**config.mk**
```make
export PLATFORM = sky130hd
export DESIGN_NAME = clock_period_meter
export DESIGN_NICKNAME = d
export VERILOG_FILES = /design/src/rtl/clock_period_meter.sv
export SDC_FILE = /design/constraint.sdc
export NUM_CORES = 1
export LEC_CHECK = 0
export BUFFER_PORTS_ARGS = -buffer_cell sky130_fd_sc_hd__buf_2
export CAP_MARGIN = 0
export CORE_UTILIZATION = 55
export CTS_CLUSTER_DIAMETER = 120
export DETAILED_ROUTE_END_ITERATION = 16
export MAX_ROUTING_LAYER = met4
export PLACE_DENSITY_LB_ADDON = 0.25
export RECOVER_POWER = 25
export SYNTH_ARGS = -nofsm -noshare
export SYNTH_HDL_FRONTEND = slang
export SYNTH_SLANG_ARGS = --single-unit
```
**constraint.sdc**
```tcl
create_clock -name clk -period 3.8 [get_ports clk]
set_clock_uncertainty 0.1 [all_clocks]
set_input_delay 0.57 -clock clk [delete_from_list [all_inputs] [get_ports clk]]
set_output_delay 0.57 -clock clk [all_outputs]
set_load 0.01 [all_outputs]
```
**src/rtl/clock_period_meter.sv**
```systemverilog
// Measures the period and high time of a slow asynchronous signal in clk cycles.
// One measurement per rising edge of sig_in; a missing edge for TIMEOUT cycles drops back to IDLE.
module clock_period_meter #(
  parameter int               WIDTH   = 28,
  parameter logic [WIDTH-1:0] TIMEOUT = 28'd100_000_000
) (
  input  logic             clk,
  input  logic             rst,
  input  logic             sig_in,
  output logic [WIDTH-1:0] period,
  output logic [WIDTH-1:0] high_time,
  output logic             valid,
  output logic             timeout,
  output logic             measuring
);

  typedef enum logic {
    ST_IDLE    = 1'b0,
    ST_MEASURE = 1'b1
  } state_t;

  localparam logic [WIDTH-1:0] ONE = {{(WIDTH-1){1'b0}}, 1'b1};

  state_t           r_state;
  logic             r_s1;
  logic             r_s2;
  logic             r_s3;
  logic [WIDTH-1:0] r_cnt;
  logic [WIDTH-1:0] r_hcnt;
  logic [WIDTH-1:0] r_period;
  logic [WIDTH-1:0] r_high_time;
  logic             r_valid;
  logic             r_timeout;

  logic             w_rise;
  logic             w_at_limit;

  // r_s1/r_s2 resynchronise sig_in; r_s3 is only the edge-detect history.
  assign w_rise     = r_s2 & ~r_s3;
  assign w_at_limit = (r_cnt >= TIMEOUT);

  always_ff @(posedge clk) begin
    if (rst) begin
      r_state     <= ST_IDLE;
      r_s1        <= 1'b0;
      r_s2        <= 1'b0;
      r_s3        <= 1'b0;
      r_cnt       <= '0;
      r_hcnt      <= '0;
      r_period    <= '0;
      r_high_time <= '0;
      r_valid     <= 1'b0;
      r_timeout   <= 1'b0;
    end else begin
      r_s1    <= sig_in;
      r_s2    <= r_s1;
      r_s3    <= r_s2;
      r_valid <= 1'b0;
      case (r_state)
        ST_IDLE: begin
          if (w_rise) begin
            r_state <= ST_MEASURE;
            r_cnt   <= ONE;
            r_hcnt  <= ONE;
          end
        end
        ST_MEASURE: begin
          // A rise in the same cycle as the limit still completes the measurement.
          if (w_rise) begin
            r_period    <= r_cnt;
            r_high_time <= r_hcnt;
            r_valid     <= 1'b1;
            r_timeout   <= 1'b0;
            r_cnt       <= ONE;
            r_hcnt      <= ONE;
          end else if (w_at_limit) begin
            r_state     <= ST_IDLE;
            r_timeout   <= 1'b1;
            r_period    <= '0;
            r_high_time <= '0;
          end else begin
            r_cnt <= r_cnt + ONE;
            if (r_s2) begin
              r_hcnt <= r_hcnt + ONE;
            end
          end
        end
        default: r_state <= ST_IDLE;
      endcase
    end
  end

  assign period    = r_period;
  assign high_time = r_high_time;
  assign valid     = r_valid;
  assign timeout   = r_timeout;
  assign measuring = (r_state == ST_MEASURE);

endmodule
```
== After elaboration in Yosys (flattened, before gate mapping) ==
Cells that the tools add are included.
Widths: inputs -> output; s select.

* Register bits: 118
* Bits of input ports: 3
* Output and inout port bits: 59
* Logic and storage cells: 41

* Add/subtract/negate cells: 2
* Magnitude comparators: 1
* Equal/unequal tests: 3
* Multiplexer cells: 17
* Bitwise gates (word level): 3
* Reduce and logical (&&, ||, !) cells: 5

{| class="wikitable"
|+ Operators with widths
! cell !! count
|-
| $mux 28 || 9
|-
| $pmux 28 s2 || 2
|-
| $add 28x1->28 const B || 2
|-
| $ge 28x27->1 const B || 1
|-
| $mux 1 || 5
|-
| $reduce_and 2->1 || 2
|-
| $ne 3x1->1 const B || 1
|-
| $ne 3x3->1 const B || 1
|-
| $reduce_and 3->1 || 1
|-
| $ne 2x2->1 const B || 1
|-
| $not 1->1 || 2
|-
| $pmux 1 s2 || 1
|-
| $reduce_bool 2->1 || 1
|-
| $reduce_or 2->1 || 1
|-
| $and 1x1->1 || 1
|}

== Logic depth before layout (Yosys ltp) ==
Gate-level depths: netlist of the first run.

* Depth in word-level cells: 5
* Mapped depth: 10
* Gate-level depth less buffers: 7

== Worst setup path before layout of the first run ==
No wires, ideal clock.

* Path type: register -> register
* Start: reg r_cnt[12]
* End: reg r_high_time[0], in the netlist high_time[0]
* Setup time: 0.117 ns
* Data arrival time: 2.212 ns
* Required time: 3.583 ns
* Slack: 1.371 ns
* Cell stages (with the launch flop): 11
* Path buffers: 4
* Period minus slack after synthesis: 2.429 ns
* Path through: dfxtp_1 > buf_2 > or4b_2 > nor4_2 > and2_1 > buf_6 > or3_2 > o22ai_1 > buf_6 > buf_6 > a22o_1

* Word-level cells in the longest chain between the ends: 3

{| class="wikitable"
|+ RTL lines
! element !! line !! text
|-
| start: declaration || 28 || <nowiki>logic [WIDTH-1:0] r_cnt;</nowiki>
|-
| start signal: assignment || 82 || <nowiki>r_cnt <= r_cnt + ONE;</nowiki>
|-
| $ge 28x27->1 || 40 || <nowiki>assign w_at_limit = (r_cnt >= TIMEOUT);</nowiki>
|-
| $reduce_bool 2->1 (no line) || - ||
|-
| $reduce_and 2->1 (no line) || - ||
|-
| end signal: assignment || 71 || <nowiki>r_high_time <= r_hcnt;</nowiki>
|-
| end: declaration || 31 || <nowiki>logic [WIDTH-1:0] r_high_time;</nowiki>
|}

No other way between the ends.
A chain may end at the register's enable or synchronous reset.

== Final worst setup path of the first run ==
* Start: reg r_cnt[8]
* End: reg r_high_time[4], in the netlist high_time[4]

Same word-level chain as after synthesis.

==> key figures, run 1 <==
Logic synthesis
  • Predominant post-synthesis flop cell: dfxtp_1
  • Yosys warns: 0
  • Top cells by area, synth: dfxtp_1 49%, a22o_1 10%, nand2_1 2.8%, xnor2_1 2.7%, nor2_1 2.7%
  • Netlist cell types: 52
  • Dominant cell type by area after synthesis: dfxtp_1
  • Syn nets: 499
  • Async SR Flop Fraction: 0
  • Seq/Total Area, Yosys: 0.494
  • Syn avg cell area: 9.70 sq um
  • Gate count after technology mapping: 493
  • Yosys reg bits: 118
  • Top-area cell type share of the netlist area: 0.494
  • Synthesized area: 4780 sq um
  • Post-synth EDFFs: 0

Route
  • DRC Markers: 0
  • Avg WL per Cell: 17.2 um
  • Total wire length: 11400 um
  • DR vias/cell: 6.12
  • DRT Pass-1 Iters: 5
  • DRT iter0 DRCs: 306
  • Via count: 4065
  • Post-route ant nets: 0

Clocking
  • Clock Latency Late Sink: 0.52 ns
  • Root buf cell: clkbuf_8
  • Post-cts resize count: 0
  • Setup Buffers After CTS: 0
  • CTS buffer count: 17
  • Worst-case clock buffer depth: 2
  • CTS tree: built
  • CTS clk-pin slew, worst paths: 0.06 ns
  • Clock sinks: 118
  • CTS H-tree lvls: 4
  • CTS hold repair buffers: 0

Pwr
  • Power density over the cells: 491 nW/um^2
  • Max VDD drop: 0.367 mV
  • Leakage power: 2.00 nW
  • Total power: 0.00274 W

Setup path
  • Kind of critical path: flip-flop to flip-flop
  • CP endpoint kind: flip-flop
  • Startpoint types: flip-flop
  • Data arrival, critical path: 3.13 ns
  • Worst path required time: 4.16 ns
  • Worst path max stage delay: 0.53 ns
  • Flop-to-flop setup slack: 1.03 ns
  • Worst reg-to-reg path cell count: 7
  • CP max stage cell: or3_2
  • Critical-path cell list: nor4_2 > nor4_2 > and2_1 > or3_2 > o22ai_4 > buf_12 > a22o_1
  • CP most frequent cell: nor4_2
  • CP Max Fanout: 35

Cells and area
  • Layout Nets: 554
  • Layout area overhead: 16.7%
  • Ant. Diodes: 0
  • Multi-input gate area: 2230 sq um
  • Fin util: 0.672
  • Share of layout cells above drive strength 1: 0.120
  • Fillers: 681
  • FF+latch area: 2360 sq um

Timing
  • Max Fclk: 0.361 GHz
  • Relative slew slack: 0.246
  • Crit share post-route: 0.729
  • Setup WS post-layout: 1.03 ns
  • Worst slew pin tran: 1.13 ns
  • Final hold viol count: 0
  • Setup_tns: 0 ns
  • RSZ-0062 raised after global routing: false
  • Tmin final: 2.77 ns
  • Final setup violation count: 0
  • Fin. max-slew vios: 0

Die
  • Initial core utilization: 0.576
  • Die area: 9070 sq um
  • I/O pins: 62
  • Die Y: 95.2 um
  • Die span in x: 95.2 um
  • Row count: 33
  • Core area: 8300 sq um

Global route
  • GRT Total Usage: 0.274
  • Gr ovfl total: 0
  • Initial antenna violation count: 0
  • Pin count of the biggest net entering global routing: 58
  • Vias in the first global route: 3786
  • First-pass GRT wire length: 18400 um

Hold path
  • Worst hold path depth: 2
  • HP Class: primary input to flip-flop

Run
  • Max-cap violations: 0

Run status
  • Status: complete, no violations

Place
  • Pre-CTS setup slack: 1.03 ns
  • Post-DP HPWL: 7200 um
  • RePlAce Congestion: 0.879
  • IO buf count: 61
## stage by stage
stage | hold WS [ns] | instances | area, sq um
floorplan | 0.314 | 493 | 4780
global route | 0.180 | 664 | 5580
detailed placement | 0.335 | 634 | 5100
CTS | 0.172 | 664 | 5630
global placement | 0.317 | 634 | 5100
finish | 0.172 | 664 | 5580
## cell type report
| cell class | count | share of cell area |
|---|---|---|
| Clock buffer | 20 | 0.0799 |
| Clock inverter | 10 | 0.0148 |
| Inverter | 8 | 0.00538 |
| Multi-Input combinational cell | 338 | 0.400 |
| Sequential cell | 118 | 0.424 |
| Tap cell | 105 | 0.0236 |
| Timing Repair Buffer | 65 | 0.0525 |
## path summary, 6_finish.rpt
path | from | end
hold / removal | sig_in | r_s1
hold reg to reg | r_s1 | r_s2
setup reg to reg | r_cnt[8] | high_time[4]
setup / recovery | r_cnt[8] | high_time[4]
## worst max-delay path: cells and delay by family, from the launching register on
kind                   cells  cell delay, ns
AND/OR/NAND/NOR            4            1.25
buffers and inverters      1            0.28
AO/OA/AOI/OAI              2            0.69
flip-flops                 1            0.37
## layer usage
metal	vias to the layer above	wire, um	track usage
met3	28	522	0.0566
li1	1974	-	-
met1	1934	5030	0.333
met5	-	0	-
met4	0	240	0.145
met2	129	5630	0.428
## flip-flops by register name, summed over array words and instances, names as in the netlist
| signal | flops |
|---|---|
| r_cnt | 28 |
| timeout | 1 |
| measuring | 1 |
| r_s2 | 1 |
| valid | 1 |
| r_s1 | 1 |
| r_hcnt | 28 |
| r_s3 | 1 |
| high_time | 28 |
| period | 28 |
## layout by cell type, fill, tap and decap left out, types with 2 or more instances in the layout
cell,instances
a21oi_1,18
or3_1,9
a31oi_1,4
nand4_1,9
clkbuf_8,3
a22o_1,56
and2_1,4
inv_1,8
o211ai_1,4
nand3_1,20
a21o_1,2
nor4_1,10
nand2b_1,3
o31ai_1,10
nor3_1,9
clkinvlp_4,3
xnor2_1,15
o311ai_0,3
mux2i_1,2
nor4b_1,3
o21ai_0,19
dfxtp_1,118
clkbuf_16,16
ha_1,3
clkbuf_1,43
or4_1,9
xor2_1,4
clkinv_2,6
nand3b_1,4
nor2_1,34
buf_2,20
nor4_2,2
nor2b_1,7
a211oi_1,3
o41ai_1,6
buf_4,2
a31o_2,4
and4_1,4
nand2_1,36
and3_1,5
## power by group
group	internal (W)	total (W)	leakage, nW	switching, W
registers	0.00124	0.00125	0.951	0.00000685
clock network	0.000884	0.00143	0.258	0.000546
logic	0.0000167	0.0000609	0.793	0.0000442
## Yosys cell counts (all sizes together), types with 2 or more instances
master and number:
dfxtp 118, a22o 56, nand2 36, nor2 34
nand3 20, o21ai 20, a21oi 18, clkbuf 15
xnor2 15, buf 14, nor4 12, nor3 10
o31ai 10, or3 10, or4 10, nand4 9
inv 8, nor2b 7, o41ai 6, and2 5
and3 5, a31o 4, a31oi 4, and4 4
nand3b 4, o211ai 4, xor2 4, a211oi 3
ha 3, nand2b 3, nor4b 3, o311ai 3
a21o 2, mux2i 2, nor3b 2
## cells by family after synthesis
kind of cell,count (synthesis),synth area share
AOI/OAI and AO/OA,138,0.216
and+or+nand+nor,176,0.201
buffers and inverters,37,0.0419
adders and majority gates,3,0.00785
muxes,2,0.00419
DFF,118,0.494
xor gates and xnor gates,19,0.0348
Power figures use the tool's default switching activity.
==> inputs of run 2 (changes only) <==
--- a/config.mk
+++ b/config.mk
@@ -5,9 +5,10 @@
 export SDC_FILE = /design/constraint.sdc
 export NUM_CORES = 1
 export LEC_CHECK = 0
+export ABC_AREA = 1
 export BUFFER_PORTS_ARGS = -buffer_cell sky130_fd_sc_hd__buf_2
 export CAP_MARGIN = 0
-export CORE_UTILIZATION = 55
+export CORE_UTILIZATION = 53
 export CTS_CLUSTER_DIAMETER = 120
 export DETAILED_ROUTE_END_ITERATION = 16
 export MAX_ROUTING_LAYER = met4
==> constraint.sdc (replaced) <==
create_clock -name clk -period 2.3 [get_ports clk]
set_clock_uncertainty 0.1 [all_clocks]
set_input_delay 0.345 -clock clk [delete_from_list [all_inputs] [get_ports clk]]
set_output_delay 0.345 -clock clk [all_outputs]
set_load 0.01 [all_outputs]
==> run 2 against run 1 <==
Effect of this change:
- final area grew 28%
- synthesized cell count increased by 89%
- count of clock-buffer cells in the layout stayed put
- fmax is 37% higher
- combinational power increased to 4.0 times the previous value
- first-iteration DRC count increased by 89%
- final cell count increased by 73%
- highest routed layer unchanged
- sequential cell count is the same
- critical path depth increased by 2
- total power is 97% higher
- via count grew 56%
==> key figures, run 2 <==
Timing
  • Relative slew slack: 0.433
  • Max Fclk: 0.495 GHz
  • Setup_tns: 0 ns
  • Final setup violation count: 0
  • Fin. max-slew vios: 0
  • Final hold viol count: 0
  • Tmin final: 2.02 ns
  • Setup WS post-layout: 0.282 ns
  • RSZ-0062 raised after global routing: false
  • Crit share post-route: 0.877
  • Worst slew pin tran: 0.850 ns

Global route
  • First-pass GRT wire length: 28100 um
  • Met3 usage: 0.0753
  • GRT Total Usage: 0.315
  • GR peak layer: met2
  • Gr ovfl total: 0
  • Grt met2 use: 0.517
  • Pin count of the biggest net entering global routing: 51
  • Vias in the first global route: 5933
  • Met1 Usage GRT: 0.369
  • Initial antenna violation count: 0

Cells and area
  • FF+latch area: 2360 sq um
  • Fillers: 1037
  • Ant. Diodes: 0
  • Layout area overhead: 17.5%
  • Commonest non-fill, non-tap cell in the layout: nand2_1
  • Share of layout cells above drive strength 1: 0.0933
  • Most frequent cells in the layout: 240 x nand2_1, 151 x nor2_1, 118 x dfxtp_1
  • Layout Nets: 1001
  • Multi-input gate area: 3130 sq um

Logic synthesis
  • Top-area cell type share of the netlist area: 0.389
  • Async SR Flop Fraction: 0
  • Syn nets: 939
  • Predominant post-synthesis flop cell: dfxtp_1
  • Post-synth EDFFs: 0
  • Synthesized area: 6070 sq um
  • Count leader, synth: nand2_1
  • Gate count after technology mapping: 933
  • Syn avg cell area: 6.51 sq um
  • Netlist cell types: 31
  • Top cells by area, synth: dfxtp_1 39%, nand2_1 15%, nor2_1 9.3%, nand3_1 8.9%, inv_1 5.1%
  • Yosys warns: 0
  • Yosys reg bits: 118
  • Dominant cell type by area after synthesis: dfxtp_1
  • Synth top cells by count: 240 x nand2_1, 151 x nor2_1, 118 x dfxtp_1
  • Seq/Total Area, Yosys: 0.389

Route
  • DRT iter0 DRCs: 578
  • Total wire length: 17100 um
  • Post-route ant nets: 0
  • DRC Markers: 0
  • Avg WL per Cell: 14.9 um
  • DRT Pass-1 Iters: 6
  • DR vias/cell: 5.52
  • Via count: 6336

Setup path
  • Data arrival, critical path: 2.25 ns
  • CP endpoint kind: flip-flop
  • CP max stage cell: dfxtp_1
  • Kind of critical path: flip-flop to flip-flop
  • Worst path required time: 2.54 ns
  • Worst reg-to-reg path cell count: 9
  • Critical-path cell list: ha_1 > nand3_1 > nor2_1 > nand3_1 > nand2_1 > nand3_1 > nor2_1 > nand2_1 > a21oi_1
  • CP most frequent cell: nand3_1
  • CP Max Fanout: 5
  • Crit Reg-Reg Startpoint: r_hcnt[0]
  • Startpoint types: flip-flop
  • Worst path max stage delay: 0.42 ns
  • Worst R2R End: r_hcnt[14]
  • Flop-to-flop setup slack: 0.28 ns

Clocking
  • Clock sinks: 118
  • CTS H-tree lvls: 4
  • Worst-case clock buffer depth: 2
  • Clock Latency Late Sink: 0.42 ns
  • Post-cts resize count: 0
  • Setup Buffers After CTS: 0
  • CTS tree: built
  • Root buf cell: clkbuf_16
  • CTS buffer count: 17
  • CTS clk-pin slew, worst paths: 0.05 ns
  • CTS hold repair buffers: 0

Place
  • Pre-CTS setup slack: 0.333 ns
  • IO buf count: 61
  • Post-DP HPWL: 11900 um
  • RePlAce Congestion: 0.992

Die
  • Die area: 11900 sq um
  • I/O pins: 62
  • Row count: 38
  • Die Y: 109 um
  • Core area: 11000 sq um
  • Initial core utilization: 0.553
  • Die span in x: 109 um

Hold path
  • Worst hold path depth: 3
  • HP Class: primary input to flip-flop
  • Worst hold path startpoint: sig_in
  • Worst Hold End: r_s1

Run
  • Max-cap violations: 0

Pwr
  • Max VDD drop: 0.590 mV
  • Total power: 0.00539 W
  • Leakage power: 2.73 nW
  • Power density over the cells: 755 nW/um^2

Run status
  • Status: complete, no violations
run 2: changes by cell type after synthesis, sizes merged, moves of 11 or more:
cell,delta
o21ai,+19
a22o,-56
xnor2,-15
nor2,+121
nand3,+90
a21oi,+28
inv,+81
o22ai,+27
nand2,+211
nand4,+11
run 2: how the worst max path moves through the flow:
stage	end	depth (start not counted)	from	slack [ns]
floorplan	period[20]	9	measuring	0.63
CTS	r_hcnt[25]	11	r_cnt[15]	0.32
detailed placement	r_cnt[0]	11	r_cnt[15]	0.33
finish	r_hcnt[14]	9	r_hcnt[0]	0.28
global route	r_cnt[23]	11	r_cnt[15]	0.09
global placement	r_cnt[0]	11	r_cnt[14]	0.36
run 2: final cells by class:
| class | instances | share of cell area |
|---|---|---|
| clock inverter | 12 | 0.0312 |
| tap | 140 | 0.0245 |
| multi-input combinational | 682 | 0.438 |
| clock buffer | 20 | 0.0640 |
| sequential | 118 | 0.331 |
| inverter | 90 | 0.0473 |
| timing repair buffer | 86 | 0.0635 |
run 2: cell families after synthesis:
logic type | count (synthesis) | share of synthesized area
AND/OR/NAND/NOR | 552 | 0.390
adder cells (fa/ha/maj) | 3 | 0.00618
XOR/XNOR | 13 | 0.0188
buffers and inverters | 133 | 0.0958
flip-flops | 118 | 0.389
AO/OA/AOI/OAI | 114 | 0.100
run 2: worst max-delay path: cells and delay by family, from the launching register on:
family                   cells  cell delay [ns]
adder cells (fa/ha/maj)      1             0.28
flip-flops                   1             0.42
AND/OR/NAND/NOR              7             1.00
AO/OA/AOI/OAI                1             0.16
run 2: power breakdown:
| part | total, W | switching [W] | leakage [nW] | internal, W |
|---|---|---|---|---|
| Sequential | 0.00210 | 0.0000265 | 0.953 | 0.00207 |
| Combinational | 0.000241 | 0.000178 | 1.45 | 0.0000631 |
| Clock | 0.00305 | 0.000956 | 0.327 | 0.00209 |
| Total | 0.00539 | 0.00116 | 2.73 | 0.00423 |
run 2: routing by layer:
| metal | routed length [um] | part of all wire |
|---|---|---|
| met4 | 379 | 0.022 |
| met1 | 7330 | 0.43 |
| met2 | 8180 | 0.48 |
| met5 | 0 | 0 |
| met3 | 1220 | 0.071 |
run 2: per-stage QoR:
stage | std cells | utilization | hold slack, ns | area, sq um
6_report | 1148 | 0.650 | 0.0405 | 7140
5_1_grt | 1148 | 0.650 | 0.0461 | 7140
4_1_cts | 1148 | 0.654 | 0.0375 | 7190
3_5_place_dp | 1116 | 0.593 | 0.349 | 6510
3_3_place_gp | 1116 | 0.593 | 0.341 | 6510
2_1_floorplan | 933 | - | 0.288 | 6070
